==> src/rtl/uart_arb_pkg.sv <==
// uart_arb_pkg: FSM state type and default sizing shared by the UART arbiter files
package uart_arb_pkg;
  typedef enum logic [1:0] {IDLE, ISSUE, WAIT_RESP, DRAIN} state_e;
  localparam int NUM_REQ_DEF = 2;
  localparam int DATA_WIDTH_DEF = 32;
endpackage

==> src/rtl/uart_arbiter_if.sv <==
// uart_arbiter_if: requester and UART word-port signals of uart_arbiter
// UART_ARB_LOCK_EN adds the per-requester req_lock_i vector
interface uart_arbiter_if
  import uart_arb_pkg::*;
#(
  parameter int NUM_REQ = NUM_REQ_DEF,
  parameter int DATA_WIDTH = DATA_WIDTH_DEF
);
  logic [NUM_REQ-1:0] req_read_i, req_write_i, req_read_resp_o, req_write_resp_o, grant_o;
  logic [NUM_REQ*DATA_WIDTH-1:0] req_wdata_i;
  logic [DATA_WIDTH-1:0] req_rdata_o, uart_wdata_o, uart_rdata_i;
  logic uart_read_o, uart_write_o, uart_read_resp_i, uart_write_resp_i;
`ifdef UART_ARB_LOCK_EN
  logic [NUM_REQ-1:0] req_lock_i;
`endif
  modport slave (
`ifdef UART_ARB_LOCK_EN
    input req_lock_i,
`endif
    input req_read_i, req_write_i, req_wdata_i, uart_rdata_i, uart_read_resp_i, uart_write_resp_i,
    output req_rdata_o, req_read_resp_o, req_write_resp_o, grant_o, uart_read_o, uart_write_o,
    output uart_wdata_o
  );
  modport master (
`ifdef UART_ARB_LOCK_EN
    output req_lock_i,
`endif
    output req_read_i, req_write_i, req_wdata_i, uart_rdata_i, uart_read_resp_i, uart_write_resp_i,
    input req_rdata_o, req_read_resp_o, req_write_resp_o, grant_o, uart_read_o, uart_write_o,
    input uart_wdata_o
  );
endinterface

==> src/rtl/uart_arbiter_rr.sv <==
// rr_arbiter: one-hot round-robin pick, searching from the index after last_i
module rr_arbiter #(
  parameter int NUM_REQ = 2
) (
  input  logic [NUM_REQ-1:0]         req_i,
  input  logic [$clog2(NUM_REQ)-1:0] last_i,
  output logic [NUM_REQ-1:0]         gnt_o
);
  localparam int PW = $clog2(NUM_REQ);
  logic [PW-1:0] idx;
  // walk farthest to nearest so the nearest pending requester wins the overwrite
  always_comb begin
    gnt_o = '0;
    idx = '0;
    for (int i = NUM_REQ; i >= 1; i--) begin
      idx = PW'((int'(last_i) + i) % NUM_REQ);
      if (req_i[idx]) begin
        gnt_o = '0;
        gnt_o[idx] = 1'b1;
      end
    end
  end
endmodule

==> src/rtl/uart_arbiter.sv <==
// uart_arbiter: round-robin sharing of one UART word port among NUM_REQ requesters
// UART_ARB_LOCK_EN adds req_lock_i so an owner can keep the grant across transactions
module uart_arbiter
  import uart_arb_pkg::*;
#(
  parameter int NUM_REQ = NUM_REQ_DEF,
  parameter int DATA_WIDTH = DATA_WIDTH_DEF
) (
  input logic clk,
  input logic rst,
  uart_arbiter_if.slave bus
);
  localparam int PW = $clog2(NUM_REQ);
  state_e state_q, state_d;
  logic [NUM_REQ-1:0] grant_q, grant_d, rd_resp_q, rd_resp_d, wr_resp_q, wr_resp_d;
  logic [NUM_REQ-1:0] pend, rr_gnt, sel;
  logic [PW-1:0] last_q, last_d, owner, sel_idx;
  logic [DATA_WIDTH-1:0] wdata_q, wdata_d, rdata_q, rdata_d;
  logic rd_q, rd_d, lock_q, lock_d, lock_now, resp_hit;
  assign pend = bus.req_read_i | bus.req_write_i;
  assign sel = lock_q ? grant_q & pend : rr_gnt;
  assign resp_hit = rd_q ? bus.uart_read_resp_i : bus.uart_write_resp_i;
`ifdef UART_ARB_LOCK_EN
  assign lock_now = bus.req_lock_i[owner];
`else
  assign lock_now = 1'b0;
`endif
  rr_arbiter #(.NUM_REQ(NUM_REQ)) u_rr (.req_i(pend), .last_i(last_q), .gnt_o(rr_gnt));
  always_comb begin
    owner = '0;
    sel_idx = '0;
    for (int i = 0; i < NUM_REQ; i++) begin
      owner = grant_q[i] ? PW'(i) : owner;
      sel_idx = sel[i] ? PW'(i) : sel_idx;
    end
  end
  always_comb begin
    state_d = state_q;
    grant_d = grant_q;
    last_d = last_q;
    rd_d = rd_q;
    wdata_d = wdata_q;
    rdata_d = rdata_q;
    lock_d = lock_q;
    rd_resp_d = '0;
    wr_resp_d = '0;
    case (state_q)
      IDLE: begin
        if (lock_q && !lock_now) begin
          lock_d = 1'b0;
          grant_d = '0;
        end else if (|sel) begin
          state_d = ISSUE;
          grant_d = sel;
          rd_d = bus.req_read_i[sel_idx];
          wdata_d = bus.req_wdata_i[sel_idx*DATA_WIDTH +: DATA_WIDTH];
        end
      end
      ISSUE: state_d = WAIT_RESP;
      WAIT_RESP: begin
        if (resp_hit) begin
          state_d = DRAIN;
          rd_resp_d = rd_q ? grant_q : '0;
          wr_resp_d = rd_q ? '0 : grant_q;
          rdata_d = rd_q ? bus.uart_rdata_i : rdata_q;
        end
      end
      DRAIN: begin
        // the UART may hold its response a second cycle; wait it out before rearbitrating
        if (!bus.uart_read_resp_i && !bus.uart_write_resp_i) begin
          state_d = IDLE;
          last_d = owner;
          lock_d = lock_now;
          grant_d = lock_now ? grant_q : '0;
        end
      end
      default: state_d = IDLE;
    endcase
  end
  always_ff @(posedge clk) begin
    if (rst) begin
      state_q <= IDLE;
      grant_q <= '0;
      last_q <= PW'(NUM_REQ - 1);
      rd_q <= 1'b0;
      wdata_q <= '0;
      rdata_q <= '0;
      lock_q <= 1'b0;
      rd_resp_q <= '0;
      wr_resp_q <= '0;
    end else begin
      state_q <= state_d;
      grant_q <= grant_d;
      last_q <= last_d;
      rd_q <= rd_d;
      wdata_q <= wdata_d;
      rdata_q <= rdata_d;
      lock_q <= lock_d;
      rd_resp_q <= rd_resp_d;
      wr_resp_q <= wr_resp_d;
    end
  end
  assign bus.grant_o = grant_q;
  assign bus.uart_read_o = state_q == ISSUE && rd_q;
  assign bus.uart_write_o = state_q == ISSUE && !rd_q;
  assign bus.uart_wdata_o = wdata_q;
  assign bus.req_rdata_o = rdata_q;
  assign bus.req_read_resp_o = rd_resp_q;
  assign bus.req_write_resp_o = wr_resp_q;
endmodule

==> src/flat_wrapper.sv <==
// flat-port wrapper written by rule: the top's interface ports become plain ports
module uart_arbiter_flat import uart_arb_pkg::*;
#(
  parameter int NUM_REQ = NUM_REQ_DEF,
  parameter int DATA_WIDTH = DATA_WIDTH_DEF
)
  (clk, rst, bus_req_read_i, bus_req_write_i, bus_req_wdata_i, bus_uart_rdata_i, bus_uart_read_resp_i, bus_uart_write_resp_i, bus_req_rdata_o, bus_req_read_resp_o, bus_req_write_resp_o, bus_grant_o, bus_uart_read_o, bus_uart_write_o, bus_uart_wdata_o);
  uart_arbiter_if #(.NUM_REQ(NUM_REQ), .DATA_WIDTH(DATA_WIDTH)) bus_i ();
  input logic clk;
  input logic rst;
  input wire logic [$bits(bus_i.req_read_i)-1:0] bus_req_read_i;
  input wire logic [$bits(bus_i.req_write_i)-1:0] bus_req_write_i;
  input wire logic [$bits(bus_i.req_wdata_i)-1:0] bus_req_wdata_i;
  input wire logic [$bits(bus_i.uart_rdata_i)-1:0] bus_uart_rdata_i;
  input wire logic [$bits(bus_i.uart_read_resp_i)-1:0] bus_uart_read_resp_i;
  input wire logic [$bits(bus_i.uart_write_resp_i)-1:0] bus_uart_write_resp_i;
  output wire logic [$bits(bus_i.req_rdata_o)-1:0] bus_req_rdata_o;
  output wire logic [$bits(bus_i.req_read_resp_o)-1:0] bus_req_read_resp_o;
  output wire logic [$bits(bus_i.req_write_resp_o)-1:0] bus_req_write_resp_o;
  output wire logic [$bits(bus_i.grant_o)-1:0] bus_grant_o;
  output wire logic [$bits(bus_i.uart_read_o)-1:0] bus_uart_read_o;
  output wire logic [$bits(bus_i.uart_write_o)-1:0] bus_uart_write_o;
  output wire logic [$bits(bus_i.uart_wdata_o)-1:0] bus_uart_wdata_o;
  assign bus_i.req_read_i = bus_req_read_i;
  assign bus_i.req_write_i = bus_req_write_i;
  assign bus_i.req_wdata_i = bus_req_wdata_i;
  assign bus_i.uart_rdata_i = bus_uart_rdata_i;
  assign bus_i.uart_read_resp_i = bus_uart_read_resp_i;
  assign bus_i.uart_write_resp_i = bus_uart_write_resp_i;
  assign bus_req_rdata_o = bus_i.req_rdata_o;
  assign bus_req_read_resp_o = bus_i.req_read_resp_o;
  assign bus_req_write_resp_o = bus_i.req_write_resp_o;
  assign bus_grant_o = bus_i.grant_o;
  assign bus_uart_read_o = bus_i.uart_read_o;
  assign bus_uart_write_o = bus_i.uart_write_o;
  assign bus_uart_wdata_o = bus_i.uart_wdata_o;
  uart_arbiter #(.NUM_REQ(NUM_REQ), .DATA_WIDTH(DATA_WIDTH)) u_core (.clk(clk), .rst(rst), .bus(bus_i));
endmodule
==> config.mk <==
export PLATFORM = sky130hd
export DESIGN_NAME = uart_arbiter_flat
export DESIGN_NICKNAME = d
export VERILOG_FILES = /design/src/rtl/uart_arb_pkg.sv /design/src/rtl/uart_arbiter_if.sv /design/src/rtl/uart_arbiter_rr.sv /design/src/rtl/uart_arbiter.sv /design/src/flat_wrapper.sv
export SDC_FILE = /design/constraint.sdc
export NUM_CORES = 1
export LEC_CHECK = 0
export ABC_AREA = 1
export CAP_MARGIN = 30
export CORE_MARGIN = 1.5
export CORE_UTILIZATION = 36
export DETAILED_ROUTE_END_ITERATION = 10
export PLACE_DENSITY = 0.79
export SLEW_MARGIN = 20
export SYNTH_ARGS = -nofsm -noshare
export SYNTH_HDL_FRONTEND = slang
export SYNTH_SLANG_ARGS = --single-unit
==> constraint.sdc <==
create_clock -name clk -period 1.29 [get_ports clk]
set_input_delay 0.1935 -clock clk [delete_from_list [all_inputs] [get_ports clk]]
set_output_delay 0.1935 -clock clk [all_outputs]
set_load 0.02 [all_outputs]
==> results.sh <==
export IMPL_status="complete, but fails checks"
export IMPL_violations="setup timing"
export IMPL_layout_nets=810
export IMPL_arrival_ns=1.70
export IMPL_synthCells=494
export IMPL_p_per_area_mw_per_mm2=1820
export IMPL_synthesis_area_mm2=0.00336
export IMPL_cts_hold_buf=0
export IMPL_fp_dieW_um=99.6
export IMPL_drt_iter0_markers=94
export IMPL_grt_pass1_vias=4021
export IMPL_diodes=0
export IMPL_cts_buffers=9
export IMPL_syn_avg_cell_area_um2=6.80
export IMPL_fin_area_mm2=0.00672
export IMPL_num_rows=35
export IMPL_finalSetupViolations=73
export IMPL_synth_distinct_cells=23
export IMPL_ys_flop_type="dfxtp_1"
export IMPL_multiInputGateArea_mm2=0.00213
export IMPL_worst_slew_pin_slew_ns=0.316
export IMPL_synth_seq_area_share_pct=44.1
export IMPL_synth_edff_count=0
export IMPL_drv_slew=0
export IMPL_clk_insertion_delay_late_ns=0.34
export IMPL_track_usage_pct=24.0
export IMPL_root_buffer="clkbuf_8"
export IMPL_worstSetupPathType="flip-flop to flip-flop"
export IMPL_period_share_pct=114
export IMPL_die_area_mm2=0.00992
export IMPL_start_util_pct=36.7
export IMPL_ant_nets=0
export IMPL_fin_crit_ns=1.47
export IMPL_grt_antenna_before_repair=0
export IMPL_cp_start_kind="flip-flop"
export IMPL_p_leak_nw=3.14
export IMPL_slew_headroom_pct=78.9
export IMPL_finalWorstSetupSlack_ns=-0.180
export IMPL_grt_max_degree=37
export IMPL_rr_startpoint="u_core.state_q[0]"
export IMPL_fillCellCount=657
export IMPL_first_pass_iters=4
export IMPL_drive_above_1_share_pct=30.7
export IMPL_vdd_drop_max_mv=0.740
export IMPL_worstPathRequired_ns=1.52
export IMPL_clkSlewWorstSetupHoldPaths_ns=0.08
export IMPL_crit_path_max_fanout=8
export IMPL_synth_area_leaders="dfxtp_1 (44%), nand2_1 (13%), inv_1 (8.6%)"
export IMPL_synth_most_common_cell="nand2_1"
export IMPL_rr_worst_depth=8
export IMPL_synth_seq_cells=74
export IMPL_globalplace_congestion=0.797
export IMPL_syn_num_nets=602
export IMPL_io_buffer_count=175
export IMPL_fmax_ghz=0.680
export IMPL_clock_sinks=74
export IMPL_area_delta_synth_final_pct=99.9
export IMPL_power_w=0.0122
export IMPL_synth_top_area_share_pct=44.1
export IMPL_regToRegEndpoint="u_core.bus.req_rdata_o[21]"
export IMPL_yosysTopAreaCell="dfxtp_1"
export IMPL_grt_pass1_wl_mm=18.7
export IMPL_setup_tns_ns=-6.96
export IMPL_yosysWarnings=0
export IMPL_endpoint_kind="flip-flop"
export IMPL_htreeDepth=3
export IMPL_timing_critical_path_from="u_core.state_q[0]"
export IMPL_hold_violations=0
export IMPL_cts_tree="done"
export IMPL_io_pins=176
export IMPL_grt_overflow_total=0
export IMPL_synthArstFlopShare_pct=0
export IMPL_wire_per_inst_um=15.6
export IMPL_place_hpwl_mm=7.24
export IMPL_fp_dieH_um=99.6
export IMPL_core_mm2=0.00915
export IMPL_rsz0062_at_grt="true"
export IMPL_drt_wl_total_mm=12.8
export IMPL_cts_buffer_depth=2
export IMPL_hold_path_class="flip-flop to flip-flop"
export IMPL_place_area_mm2=0.00538
export IMPL_drc=0
export IMPL_netlist_top_cells_count="nand2_1 (112), inv_1 (77), dfxtp_1 (74)"
export IMPL_maxCapViolations=0
export IMPL_ff_latch_area_mm2=0.00149
export IMPL_r2r_slack_ns=-0.18
export IMPL_finClkSkew_ns=0.0103
export IMPL_vias=4010
export IMPL_crit_end="u_core.bus.req_rdata_o[21]"
export IMPL_drt_vias_per_instance=4.90
-- stage by stage --
stage / util (%) / worst slack, ns / hold WS, ns / std cells
finish: 73.4 / -0.180 / 0.449 / 818
global route: 73.4 / -0.242 / 0.466 / 818
CTS: 70.2 / -0.167 / 0.444 / 819
detailed placement: 58.8 / -0.436 / 0.436 / 782
global placement: 58.8 / -0.380 / 0.430 / 782
floorplan: - / 0.0217 / 0.325 / 494
-- cell families after synthesis --
| group | Yosys count | share of synthesized area [%] |
|---|---|---|
| flip-flops | 74 | 44.1 |
| buffers and inverters | 109 | 14.0 |
| adder cells (fa/ha/maj) | 4 | 1.49 |
| AND/OR/NAND/NOR | 237 | 29.8 |
| AO/OA/AOI/OAI | 70 | 10.6 |
-- layout by cell type (no fill, tap or decap), types with 17 or more instances in the layout --
cell	n
nor2_2	26
buf_4	17
nand3_1	21
a21oi_2	27
dfxtp_1	72
nand2_1	102
o21ai_4	17
clkdlybuf4s50_1	103
inv_1	70
nor2_1	42
dlygate4sd2_1	63
-- where the power goes --
group          internal [W]  total [W]  switching (W)
registers           0.00284    0.00320       0.000363
logic               0.00338    0.00702        0.00363
clock network       0.00114    0.00198       0.000844
-- final cells by class --
class	instances	area share, %
Inverter	81	4.82
Tap cell	111	2.07
Sequential cell	74	22.1
Clock buffer	11	2.11
Timing Repair Buffer	224	35.8
Timing Repair inverter	1	0.242
Multi-Input combinational cell	311	31.7
Clock inverter	5	1.15
-- routing by layer --
| layer | global-route usage [%] | vias up | part of all wire [%] |
|---|---|---|---|
| met5 | 0 | - | 0 |
| met4 | 12.7 | 0 | 3.0 |
| met3 | 6.68 | 31 | 7.3 |
| met2 | 44.7 | 179 | 52 |
| met1 | 24.4 | 1871 | 38 |
| li1 | - | 1929 | - |
-- timing repair --
action                                  CTS  global route
setup buffers                             8             4
cloned                                   13             0
endpoints found under the setup margin  141            78
resized for setup                       231            95
pin swaps                                23            45
-- how the worst min path moves through the flow --
| stage | slack [ns] | end | depth (start not counted) | from |
|---|---|---|---|---|
| CTS | 0.44 | u_core.bus.req_rdata_o[23] | 2 | u_core.bus.req_rdata_o[23] |
| global route | 0.47 | u_core.bus.req_rdata_o[5] | 2 | u_core.bus.req_rdata_o[5] |
| global placement | 0.43 | u_core.bus.req_rdata_o[25] | 2 | u_core.bus.req_rdata_o[25] |
| floorplan | 0.32 | u_core.last_q | 2 | bus_uart_write_resp_i |
| detailed placement | 0.44 | u_core.bus.req_rdata_o[30] | 2 | u_core.bus.req_rdata_o[30] |
| finish | 0.45 | u_core.bus.req_rdata_o[5] | 2 | u_core.bus.req_rdata_o[5] |
-- sequential cells by signal (all words and copies together), names as in the netlist --
signal                       cells
u_core.bus.req_read_resp_o       2
u_core.rd_q                      1
u_core.bus.grant_o               2
u_core.last_q                    1
u_core.bus.req_write_resp_o      2
u_core.bus.uart_wdata_o         32
u_core.bus.req_rdata_o          32
u_core.state_q                   2
-- critical path: stages (launching register included) --
cell and delay (ns):
dfxtp_4 0.35, buf_6 0.12, inv_6 0.07, ha_4 0.14, nand3_4 0.13, buf_8 0.19
buf_16 0.15, o21ai_2 0.14, a21oi_2 0.05
(Power assumes the default switching activity.)
